<file path="config.mk">
export PLATFORM = sky130hd
export DESIGN_NAME = pixel_pos_gen
export DESIGN_NICKNAME = d
export VERILOG_FILES = /design/src/rtl/pixel_pos_pkg.sv /design/src/rtl/color_classify.sv /design/src/rtl/pixel_pos_gen.sv
export SDC_FILE = /design/constraint.sdc
export NUM_CORES = 1
export LEC_CHECK = 0
export ABC_AREA = 1
export CAP_MARGIN = 0
export CORE_UTILIZATION = 56
export DETAILED_ROUTE_END_ITERATION = 16
export PLACE_DENSITY = 0.79
export SYNTH_ARGS = -nofsm -noshare
export SYNTH_HDL_FRONTEND = slang
export SYNTH_HIERARCHICAL = 1
export SYNTH_SLANG_ARGS = --single-unit
</file>
<file path="constraint.sdc">
create_clock -name clk -period 2.35 [get_ports clk]
set_clock_uncertainty 0.15 [all_clocks]
set_input_delay 0.47 -clock clk [delete_from_list [all_inputs] [get_ports clk]]
set_output_delay 0.47 -clock clk [all_outputs]
set_load 0.02 [all_outputs]
</file>
<file path="src/rtl/pixel_pos_pkg.sv">
`default_nettype none
// ============================================================================
// Module   : pixel_pos_pkg
// Brief    : Shared types, RGB565 field slices and default colour thresholds
//            for the camera pixel position front end.
// Revision : 1.0 - initial release
// ============================================================================
package pixel_pos_pkg;

    typedef enum logic [1:0] {
        SYNC_WAIT = 2'd0,
        VBLANK    = 2'd1,
        ACTIVE    = 2'd2
    } state_t;

    localparam int R_MSB = 15;
    localparam int R_LSB = 11;
    localparam int G_MSB = 10;
    localparam int G_LSB = 5;
    localparam int B_MSB = 4;
    localparam int B_LSB = 0;

    localparam logic [4:0] DEF_PINK_R_MIN  = 5'd20;
    localparam logic [5:0] DEF_PINK_G_MAX  = 6'd24;
    localparam logic [4:0] DEF_PINK_B_MIN  = 5'd12;
    localparam logic [5:0] DEF_GREEN_G_MIN = 6'd40;
    localparam logic [4:0] DEF_GREEN_R_MAX = 5'd12;
    localparam logic [4:0] DEF_GREEN_B_MAX = 5'd12;

    localparam logic [15:0] CNT_MAX = 16'hFFFF;

    function automatic logic [15:0] sat_inc(input logic [15:0] v);
        return (v == CNT_MAX) ? v : v + 16'd1;
    endfunction

endpackage
`default_nettype wire

</file>
<file path="src/rtl/color_classify.sv">
`default_nettype none
// ============================================================================
// Module   : color_classify
// Brief    : Combinational RGB565 pink/green classifier. Green detection is
//            only built when GREEN_DETECT_EN is defined.
// Revision : 1.0 - initial release
// ============================================================================
module color_classify
    import pixel_pos_pkg::*;
#(
    parameter logic [4:0] PINK_R_MIN  = DEF_PINK_R_MIN,
    parameter logic [5:0] PINK_G_MAX  = DEF_PINK_G_MAX,
    parameter logic [4:0] PINK_B_MIN  = DEF_PINK_B_MIN
`ifdef GREEN_DETECT_EN
    ,
    parameter logic [5:0] GREEN_G_MIN = DEF_GREEN_G_MIN,
    parameter logic [4:0] GREEN_R_MAX = DEF_GREEN_R_MAX,
    parameter logic [4:0] GREEN_B_MAX = DEF_GREEN_B_MAX
`endif
) (
    input  logic [15:0] pixel,
    output logic        pink
`ifdef GREEN_DETECT_EN
    ,
    output logic        green
`endif
);

    logic [4:0] r5;
    logic [5:0] g6;
    logic [4:0] b5;

    assign r5 = pixel[R_MSB:R_LSB];
    assign g6 = pixel[G_MSB:G_LSB];
    assign b5 = pixel[B_MSB:B_LSB];

    assign pink = (r5 >= PINK_R_MIN) && (g6 <= PINK_G_MAX) && (b5 >= PINK_B_MIN);

`ifdef GREEN_DETECT_EN
    assign green = (g6 >= GREEN_G_MIN) && (r5 <= GREEN_R_MAX) && (b5 <= GREEN_B_MAX);
`endif

endmodule
`default_nettype wire

</file>
<file path="src/rtl/pixel_pos_gen.sv">
`default_nettype none
// ============================================================================
// Module   : pixel_pos_gen
// Brief    : Decodes a vsync/href RGB565 byte stream into per-pixel x/y
//            coordinates with pink/green classification. Macro
//            GREEN_DETECT_EN enables the green classifier output.
// Revision : 1.0 - initial release
// ============================================================================
module pixel_pos_gen
    import pixel_pos_pkg::*;
#(
    parameter int         H_ACTIVE    = 640,
    parameter int         V_ACTIVE    = 480,
    parameter logic [4:0] PINK_R_MIN  = DEF_PINK_R_MIN,
    parameter logic [5:0] PINK_G_MAX  = DEF_PINK_G_MAX,
    parameter logic [4:0] PINK_B_MIN  = DEF_PINK_B_MIN
`ifdef GREEN_DETECT_EN
    ,
    parameter logic [5:0] GREEN_G_MIN = DEF_GREEN_G_MIN,
    parameter logic [4:0] GREEN_R_MAX = DEF_GREEN_R_MAX,
    parameter logic [4:0] GREEN_B_MAX = DEF_GREEN_B_MAX
`endif
) (
    input  logic        clk,
    input  logic        rst,
    input  logic        cam_vsync,
    input  logic        cam_href,
    input  logic [7:0]  cam_data,
    output logic [15:0] x_pos,
    output logic [15:0] y_pos,
    output logic        pix_valid,
    output logic        binary_pink,
    output logic        binary_green,
    output logic        new_frame,
    output logic        frame_err
);

    localparam logic [15:0] H_MAX = 16'(H_ACTIVE);
    localparam logic [15:0] V_MAX = 16'(V_ACTIVE);

    state_t      state;
    logic        vs_q, hr_q, vs_prev, hr_prev;
    logic [7:0]  d_q;
    logic [7:0]  first_byte;
    logic        phase;
    logic        err;
    logic [15:0] x_cnt, y_cnt;

    logic        vs_rise, vs_fall, hr_fall;
    logic [15:0] pixel;
    logic        pink_w;

    assign vs_rise = vs_q & ~vs_prev;
    assign vs_fall = ~vs_q & vs_prev;
    assign hr_fall = ~hr_q & hr_prev;
    assign pixel   = {first_byte, d_q};

`ifdef GREEN_DETECT_EN
    logic green_w;

    color_classify #(
        .PINK_R_MIN  (PINK_R_MIN),
        .PINK_G_MAX  (PINK_G_MAX),
        .PINK_B_MIN  (PINK_B_MIN),
        .GREEN_G_MIN (GREEN_G_MIN),
        .GREEN_R_MAX (GREEN_R_MAX),
        .GREEN_B_MAX (GREEN_B_MAX)
    ) u_classify (
        .pixel (pixel),
        .pink  (pink_w),
        .green (green_w)
    );

    always_ff @(posedge clk or negedge rst) begin
        if (!rst) begin
            binary_green <= 1'b0;
        end else begin
            binary_green <= (state == ACTIVE) && !vs_rise && !hr_fall && hr_q && phase
                            && (x_cnt < H_MAX) && (y_cnt < V_MAX) && green_w;
        end
    end
`else
    color_classify #(
        .PINK_R_MIN (PINK_R_MIN),
        .PINK_G_MAX (PINK_G_MAX),
        .PINK_B_MIN (PINK_B_MIN)
    ) u_classify (
        .pixel (pixel),
        .pink  (pink_w)
    );

    assign binary_green = 1'b0;
`endif

    always_ff @(posedge clk or negedge rst) begin
        if (!rst) begin
            state       <= SYNC_WAIT;
            vs_q        <= 1'b0;
            hr_q        <= 1'b0;
            vs_prev     <= 1'b0;
            hr_prev     <= 1'b0;
            d_q         <= 8'd0;
            first_byte  <= 8'd0;
            phase       <= 1'b0;
            err         <= 1'b0;
            x_cnt       <= 16'd0;
            y_cnt       <= 16'd0;
            x_pos       <= 16'd0;
            y_pos       <= 16'd0;
            pix_valid   <= 1'b0;
            binary_pink <= 1'b0;
            new_frame   <= 1'b0;
            frame_err   <= 1'b0;
        end else begin
            vs_q        <= cam_vsync;
            hr_q        <= cam_href;
            d_q         <= cam_data;
            vs_prev     <= vs_q;
            hr_prev     <= hr_q;
            pix_valid   <= 1'b0;
            binary_pink <= 1'b0;
            new_frame   <= 1'b0;
            frame_err   <= 1'b0;

            case (state)
                SYNC_WAIT: begin
                    if (vs_rise) begin
                        new_frame <= 1'b1;
                        x_cnt     <= 16'd0;
                        y_cnt     <= 16'd0;
                        phase     <= 1'b0;
                        err       <= 1'b0;
                        state     <= VBLANK;
                    end
                end
                VBLANK: begin
                    if (vs_rise) begin
                        new_frame <= 1'b1;
                        x_cnt     <= 16'd0;
                        y_cnt     <= 16'd0;
                        phase     <= 1'b0;
                        err       <= 1'b0;
                    end else if (vs_fall) begin
                        state <= ACTIVE;
                    end
                end
                ACTIVE: begin
                    // A vsync rise with href still high aborts the line without counting it.
                    if (vs_rise) begin
                        new_frame <= 1'b1;
                        frame_err <= hr_q || err || (y_cnt != V_MAX);
                        x_cnt     <= 16'd0;
                        y_cnt     <= 16'd0;
                        phase     <= 1'b0;
                        err       <= 1'b0;
                        state     <= VBLANK;
                    end else if (hr_fall) begin
                        if (phase || (x_cnt != H_MAX) || (y_cnt == CNT_MAX)) begin
                            err <= 1'b1;
                        end
                        if (x_cnt != 16'd0) begin
                            y_cnt <= sat_inc(y_cnt);
                        end
                        x_cnt <= 16'd0;
                        phase <= 1'b0;
                    end else if (hr_q) begin
                        phase <= ~phase;
                        if (!phase) begin
                            first_byte <= d_q;
                        end else if ((x_cnt < H_MAX) && (y_cnt < V_MAX)) begin
                            pix_valid   <= 1'b1;
                            binary_pink <= pink_w;
                            x_pos       <= x_cnt;
                            y_pos       <= y_cnt;
                            x_cnt       <= sat_inc(x_cnt);
                            if (x_cnt == CNT_MAX) begin
                                err <= 1'b1;
                            end
                        end else if (x_cnt >= H_MAX) begin
                            err <= 1'b1;
                        end
                    end
                end
                default: state <= SYNC_WAIT;
            endcase
        end
    end

endmodule
`default_nettype wire

</file>
==> flow_metrics.env, run 1 <==
export IMPL_rsz0062_at_grt="no"
export IMPL_rows=31
export IMPL_ant_nets=0
export IMPL_power_density_nw_per_um2=597
export IMPL_p_clk_share_pct=31.4
export IMPL_utilization_pct=69.2
export IMPL_antenna_cells=0
export IMPL_dieArea_um2=8230
export IMPL_cts_resized=0
export IMPL_switching_share_pct=29.7
export IMPL_die_h_um=90.7
export IMPL_grt_pass1_wl_mm=16.8
export IMPL_yosysWarnings=6
export IMPL_cts_made_buffers=9
export IMPL_p_leak_nw=2.46
export IMPL_cap_violations=0
export IMPL_drc=0
export IMPL_hold_class="reg -> reg"
export IMPL_required_ns=2.46
export IMPL_layout_commonest_cell="nand2_1"
export IMPL_syn_to_final_growth_pct=16.8
export IMPL_path_class="reg -> reg"
export IMPL_final_cells=694
export IMPL_p_comb_share_pct=14.2
export IMPL_vias=3657
export IMPL_tightestPinTransition_ns=0.579
export IMPL_cp_start_kind="register"
export IMPL_slew_viol_final=0
export IMPL_end_kind="register"
export IMPL_p_total_mw=3.08
export IMPL_min_to="vs_prev"
export IMPL_path_max_fanout=12
export IMPL_core_um2=7450
export IMPL_period_share_pct=88.1
export IMPL_ioPinCount=49
export IMPL_htreeDepth=3
export IMPL_period_minus_slack_ns=2.07
export IMPL_grt_pass1_vias=3630
export IMPL_grtUsageTotal_pct=25.7
export IMPL_rr_worst_depth=7
export IMPL_layout_drive_gt1_share_pct=10.8
export IMPL_nets=607
export IMPL_finalHoldViolations=0
export IMPL_r2r_setup_slack_ns=0.28
export IMPL_detailed_place_hpwl_mm=6.90
export IMPL_synth_nets=553
export IMPL_layout_common_cells="nand2_1, dfrtp_1, inv_1"
export IMPL_cts_hold_buf=1
export IMPL_drtPass1Iterations=4
export IMPL_stdcell_area_um2=5150
export IMPL_die_w_um=90.7
export IMPL_post_place_ws_ns=0.307
export IMPL_grt_overflow=0
export IMPL_outcome="finished clean"
export IMPL_fmax_ghz=0.483
export IMPL_antenna_found_initial=0
export IMPL_syn_area_um2=4410
export IMPL_dp_cells=678
export IMPL_clk_pin_slew_worst_paths_ns=0.09
export IMPL_power_switching_uw=914
export IMPL_p_int_mw=2.16
export IMPL_cts_root_buf="clkbuf_8"
export IMPL_setup_ws_ns=0.279
export IMPL_finalSetupViolations=0
export IMPL_arrival_ns=2.18
export IMPL_timing_setup_tns_ns=0
export IMPL_wl_per_cell_um=13.6
export IMPL_cts_sinks=90
export IMPL_grt_max_degree=39
export IMPL_r2r_end="x_cnt[1]"
export IMPL_numPortBuffers=47
export IMPL_fillers=599
export IMPL_p_seq_share_pct=54.4
export IMPL_gp_congestion=0.953
export IMPL_ir_drop_mv=0.419
export IMPL_hp_start="vs_q"
export IMPL_start_util_pct=59.2
export IMPL_place_area_um2=4970
export IMPL_whs_ns=0.239
export IMPL_wl_mm=9.42
export IMPL_clockBufferDepth=2
export IMPL_first_iter_violations=178
export IMPL_cts_setup_buffers=0
export IMPL_clock_latency_ns=0.36
export IMPL_vias_per_cell=5.27
export IMPL_holdPathStages=0
export IMPL_reg2reg_from="state[0]"
export IMPL_syn_area_per_cell_um2=8.21
export IMPL_synth_cells=537
export IMPL_cts_tree="built"
export IMPL_maxSlewHeadroom_pct=61.4
power groups by stage:
stage	combinational, mW	clock (mW)	sequential (mW)
2_1_floorplan	0.304	0	1.70
3_3_place_gp	0.421	0	1.70
3_5_place_dp	0.435	0	1.70
4_1_cts	0.438	0.983	1.68
5_1_grt	0.485	1.04	1.69
6_report	0.437	0.965	1.67
worst max-delay path, stage by stage, from the launching register on:
cell and delay [ns]:
dfrtp_1 0.39, inv_1 0.11, nand2_2 0.17, nor2_4 0.30, nand2_2 0.10, nand2_2 0.17
nand2_1 0.29, o21ai_0 0.29
layer usage:
metal / share of wire [%] / vias to the layer above / global-route usage, % / routed length, um
met5: 0 / - / 0 / 0
met4: 1.5 / 0 / 8.33 / 138
met3: 4.9 / 14 / 5.22 / 461
met2: 48 / 107 / 40.4 / 4490
met1: 46 / 1726 / 35.8 / 4330
li1: - / 1810 / - / -
state kept, by name (all words and copies together) (netlist names):
signal and cells:
frame_err 1, first_byte 6, vs_q 1, err 1, new_frame 1, hr_q 1
d_q 8, state 2, x_cnt 16, y_pos 16, pix_valid 1, binary_pink 1
hr_prev 1, vs_prev 1, x_pos 16, phase 1, y_cnt 16
worst max-delay path by stage:
| stage | from | end | slack, ns | cells past startpoint |
|---|---|---|---|---|
| 3_3_place_gp | vs_prev | x_cnt[0] | 0.41 | 6 |
| 4_1_cts | state[0] | x_cnt[1] | 0.28 | 7 |
| 2_1_floorplan | x_cnt[10] | x_pos[0] | 0.65 | 10 |
| 6_report | state[0] | x_cnt[1] | 0.28 | 7 |
| 5_1_grt | y_cnt[7] | y_pos[2] | 0.05 | 10 |
| 3_5_place_dp | state[0] | x_cnt[1] | 0.31 | 7 |
final cells by class:
type	instances	area [um2]	share of cell area [%]
Sequential cell	90	2250	43.7
Multi-Input combinational cell	355	1750	34.0
Timing Repair Buffer	59	561	10.9
Inverter	76	288	5.59
Clock buffer	9	124	2.40
Tap cell	99	124	2.40
Clock inverter	6	50.0	0.972
(Power assumes the default switching activity.)
==> run 2, diff against run 1 <==
--- a/config.mk
+++ b/config.mk
@@ -9,6 +9,8 @@
 export CAP_MARGIN = 0
 export CORE_UTILIZATION = 56
 export DETAILED_ROUTE_END_ITERATION = 16
+export GPL_ROUTABILITY_DRIVEN = 0
+export MAX_ROUTING_LAYER = met4
 export PLACE_DENSITY = 0.79
 export SYNTH_ARGS = -nofsm -noshare
 export SYNTH_HDL_FRONTEND = slang
==> flow_metrics.env, run 2 (same netlist as run 1, synthesis figures left out) <==
export IMPL_cts_tree="built"
export IMPL_drc=0
export IMPL_period_minus_slack_ns=2.08
export IMPL_htreeDepth=3
export IMPL_setup_ws_ns=0.267
export IMPL_antenna_found_initial=0
export IMPL_path_class="reg -> reg"
export IMPL_required_ns=2.42
export IMPL_switching_share_pct=28.6
export IMPL_cts_setup_buffers=0
export IMPL_wl_per_cell_um=13.6
export IMPL_clockBufferDepth=2
export IMPL_outcome="finished clean"
export IMPL_arrival_ns=2.15
export IMPL_clk_pin_slew_worst_paths_ns=0.09
export IMPL_rsz0062_at_grt="no"
export IMPL_p_int_mw=2.27
export IMPL_dieArea_um2=8230
export IMPL_layout_drive_gt1_share_pct=10.2
export IMPL_slew_viol_final=0
export IMPL_power_switching_uw=906
export IMPL_start_util_pct=59.2
export IMPL_ir_drop_mv=0.401
export IMPL_p_comb_share_pct=13.4
export IMPL_utilization_pct=69.2
export IMPL_power_density_nw_per_um2=616
export IMPL_antenna_cells=0
export IMPL_vias_per_cell=5.43
export IMPL_ioPinCount=49
export IMPL_numPortBuffers=47
export IMPL_core_um2=7450
export IMPL_cts_sinks=90
export IMPL_vias=3740
export IMPL_die_h_um=90.7
export IMPL_p_seq_share_pct=52.8
export IMPL_first_iter_violations=241
export IMPL_layout_commonest_cell="nand2_1"
export IMPL_cts_root_buf="clkbuf_8"
export IMPL_nets=602
export IMPL_path_cells="nor2_4, nand2_1, nand2_2, nand4_2, nand2_2, o21ai_0"
export IMPL_grt_pass1_vias=3544
export IMPL_r2r_setup_slack_ns=0.27
export IMPL_hold_class="reg -> reg"
export IMPL_finalHoldViolations=0
export IMPL_cpMaxStageDelayCell="dfrtp_1"
export IMPL_clock_latency_ns=0.36
export IMPL_layout_common_cells="nand2_1, dfrtp_1, inv_1"
export IMPL_timing_setup_tns_ns=0
export IMPL_post_place_ws_ns=0.176
export IMPL_tightestPinTransition_ns=0.602
export IMPL_cap_violations=0
export IMPL_grtUsageTotal_pct=25.5
export IMPL_grt_max_degree=91
export IMPL_die_w_um=90.7
export IMPL_fmax_ghz=0.480
export IMPL_cp_start_kind="register"
export IMPL_p_leak_nw=2.46
export IMPL_end_kind="register"
export IMPL_rows=31
export IMPL_p_clk_share_pct=33.8
export IMPL_syn_to_final_growth_pct=16.8
export IMPL_maxSlewHeadroom_pct=59.9
export IMPL_period_share_pct=88.6
export IMPL_max_stage_delay_ns=0.41
export IMPL_grt_overflow=0
export IMPL_drtPass1Iterations=6
export IMPL_detailed_place_hpwl_mm=6.54
export IMPL_grt_pass1_wl_mm=16.2
export IMPL_cpMostUsedCell="nand2_2"
export IMPL_cts_made_buffers=9
export IMPL_ant_nets=0
export IMPL_finalSetupViolations=0
export IMPL_wl_mm=9.34
export IMPL_whs_ns=0.239
export IMPL_path_max_fanout=12
run 2: timing repair:
action	4_1_cts	5_1_grt
hold buffers	0	1
hold endpoints to repair	0	4
gates resized for setup	0	1
endpoints found under the setup margin	0	1
run 2: final cells by class:
cell class,instances,area [um2]
clock inverters,6,73.8
flip-flops and latches,90,2250
repair buffers,54,536
fillers,604,2290
multi-input cells,355,1760
inverters,76,288
well taps,99,124
clock buffers,9,124
run 2: final timing paths:
kind	cells after the start	endpoint	startpoint
max	6	x_cnt[0]	vs_prev
min	0	vs_prev	vs_q
max reg2reg	6	x_cnt[0]	vs_prev
min reg2reg	0	vs_prev	vs_q
max in group asynchronous	3	x_cnt[5]	rst
min in group asynchronous	3	first_byte[6]	rst
run 2: routing by layer:
metal	vias up	GRT usage (%)	part of all wire, %
met5	-	-	0
met4	0	9.95	2.0
met3	19	5.47	6.7
met2	158	39.5	46
met1	1763	33.1	45
li1	1800	-	-
run 2: power groups by stage:
stage                     logic, mW  clock network (mW)  registers [mW]
final                         0.424                1.07            1.67
after global routing          0.469                1.15            1.68
after CTS                     0.421                1.09            1.67
after detailed placement      0.419                   0            1.71
after global placement        0.409                   0            1.70
after floorplan               0.304                   0            1.70
run 2: metrics by stage:
stage / cell area, um2 / std cells / total power, mW
CTS: 5140 / 688 / 3.19
floorplan: 4410 / 537 / 2.00
detailed placement: 4940 / 673 / 2.12
finish: 5150 / 689 / 3.17
global placement: 4940 / 673 / 2.11
global route: 5150 / 689 / 3.31
run 2: worst max-delay path, delay by kind of cell (launching register included):
family             cells  cell delay, ns
DFF                    1            0.41
and+or+nand+nor        5            1.20
AOI/OAI and AO/OA      1            0.16
==> run 3, diff against run 2 <==
--- a/config.mk
+++ b/config.mk
@@ -7,6 +7,7 @@
 export LEC_CHECK = 0
 export ABC_AREA = 1
 export CAP_MARGIN = 0
+export CORE_ASPECT_RATIO = 2
 export CORE_UTILIZATION = 56
 export DETAILED_ROUTE_END_ITERATION = 16
 export GPL_ROUTABILITY_DRIVEN = 0
==> flow_metrics.env, run 3 (same netlist as run 1, synthesis figures left out) <==
export IMPL_outcome="finished clean"
export IMPL_setup_ws_ns=0.185
export IMPL_vias=3738
export IMPL_finalHoldViolations=0
export IMPL_nets=605
export IMPL_path_cells="nand2_1, nor2_1, inv_1, nand2_2, nor2_1, nand4_2, nand2_1, o21ai_0"
export IMPL_cp_start_kind="register"
export IMPL_r2r_setup_slack_ns=0.19
export IMPL_grt_pass1_wl_mm=16.4
export IMPL_clockBufferDepth=2
export IMPL_cap_violations=0
export IMPL_drtPass1Iterations=6
export IMPL_rows=45
export IMPL_required_ns=2.46
export IMPL_power_density_nw_per_um2=669
export IMPL_arrival_ns=2.27
export IMPL_clock_latency_ns=0.35
export IMPL_layout_drive_gt1_share_pct=10.6
export IMPL_end_kind="register"
export IMPL_layout_common_cells="nand2_1, dfrtp_1, inv_1"
export IMPL_rsz0062_at_grt="no"
export IMPL_first_iter_violations=287
export IMPL_dieArea_um2=8260
export IMPL_dp_cells=671
export IMPL_slew_viol_final=0
export IMPL_numPortBuffers=47
export IMPL_cpMaxStageDelayCell="dfrtp_1"
export IMPL_maxSlewHeadroom_pct=60.9
export IMPL_antenna_cells=0
export IMPL_cts_tree="built"
export IMPL_hold_class="reg -> reg"
export IMPL_path_buf_inv=1
export IMPL_finalSetupViolations=0
export IMPL_ir_drop_mv=0.638
export IMPL_p_leak_nw=2.51
export IMPL_post_place_ws_ns=0.213
export IMPL_drc=0
export IMPL_p_total_mw=3.52
export IMPL_cts_root_buf="clkbuf_16"
export IMPL_tightestPinTransition_ns=0.587
export IMPL_syn_to_final_growth_pct=19.1
export IMPL_wl_mm=9.51
export IMPL_timing_setup_tns_ns=0
export IMPL_start_util_pct=58.0
export IMPL_max_stage_delay_ns=0.46
export IMPL_period_minus_slack_ns=2.16
export IMPL_whs_ns=0.232
export IMPL_vias_per_cell=5.43
export IMPL_cts_sinks=90
export IMPL_die_h_um=128
export IMPL_path_max_fanout=12
export IMPL_cts_setup_buffers=0
export IMPL_grt_max_degree=37
export IMPL_cts_made_buffers=9
export IMPL_ioPinCount=49
export IMPL_path_class="reg -> reg"
export IMPL_fmax_ghz=0.462
export IMPL_detailed_place_hpwl_mm=6.92
export IMPL_htreeDepth=3
export IMPL_final_cells=688
export IMPL_core_um2=7600
export IMPL_grt_pass1_vias=3634
export IMPL_grtUsageTotal_pct=26.7
export IMPL_antenna_found_initial=0
export IMPL_ant_nets=0
export IMPL_layout_commonest_cell="nand2_1"
export IMPL_crit_family="simple AND/OR/NAND/NOR gates"
export IMPL_wl_per_cell_um=13.8
export IMPL_period_share_pct=92.1
export IMPL_grt_overflow=0
export IMPL_die_w_um=64.8
export IMPL_clk_pin_slew_worst_paths_ns=0.07
[run 3: cell types whose count changed in the layout (fill, tap and decap cells not counted), sizes merged]
cell / delta
buf: +3
clkinv: +3
bufinv: -1
clkinvlp: -1
[run 3: per-stage QoR]
step,util (%),cell area [um2]
3_3_place_gp,65.1,4950
6_report,69.1,5250
3_5_place_dp,65.1,4950
5_1_grt,69.1,5250
4_1_cts,69.1,5250
2_1_floorplan,-,4410
[run 3: area by class of cell]
type / instances / area (um2)
Fill cell: 587 / 2350
Multi-Input combinational cell: 355 / 1750
Timing Repair Buffer: 57 / 546
Inverter: 76 / 288
Clock inverter: 7 / 72.6
Clock buffer: 9 / 225
Sequential cell: 90 / 2250
Tap cell: 94 / 118
[run 3: path summary, 6_finish.rpt]
| path | depth (start not counted) | from | to |
|---|---|---|---|
| setup / recovery | 8 | y_cnt[7] | x_cnt[1] |
| hold / removal | 0 | vs_q | vs_prev |
| setup reg to reg | 8 | y_cnt[7] | x_cnt[1] |
| hold reg to reg | 0 | vs_q | vs_prev |
| max in group asynchronous | 3 | rst | frame_err |
| min in group asynchronous | 2 | rst | x_cnt[1] |
[run 3: repair_timing]
action | in CTS | in global routing
gates resized for setup | 0 | 0
hold buffers | 1 | 0
hold endpoints to repair | 33 | 0
[run 3: routing by layer]
layer	wire length [um]	GRT usage [%]	vias up
met5	0	-	-
met4	318	14.6	0
met3	385	5.63	28
met2	5110	44.1	121
met1	3700	29.5	1792
li1	-	-	1797
[run 3: report_power, final]
part	switching (mW)	internal [mW]
registers	0.0488	1.63
clock network	0.662	0.747
logic	0.292	0.138
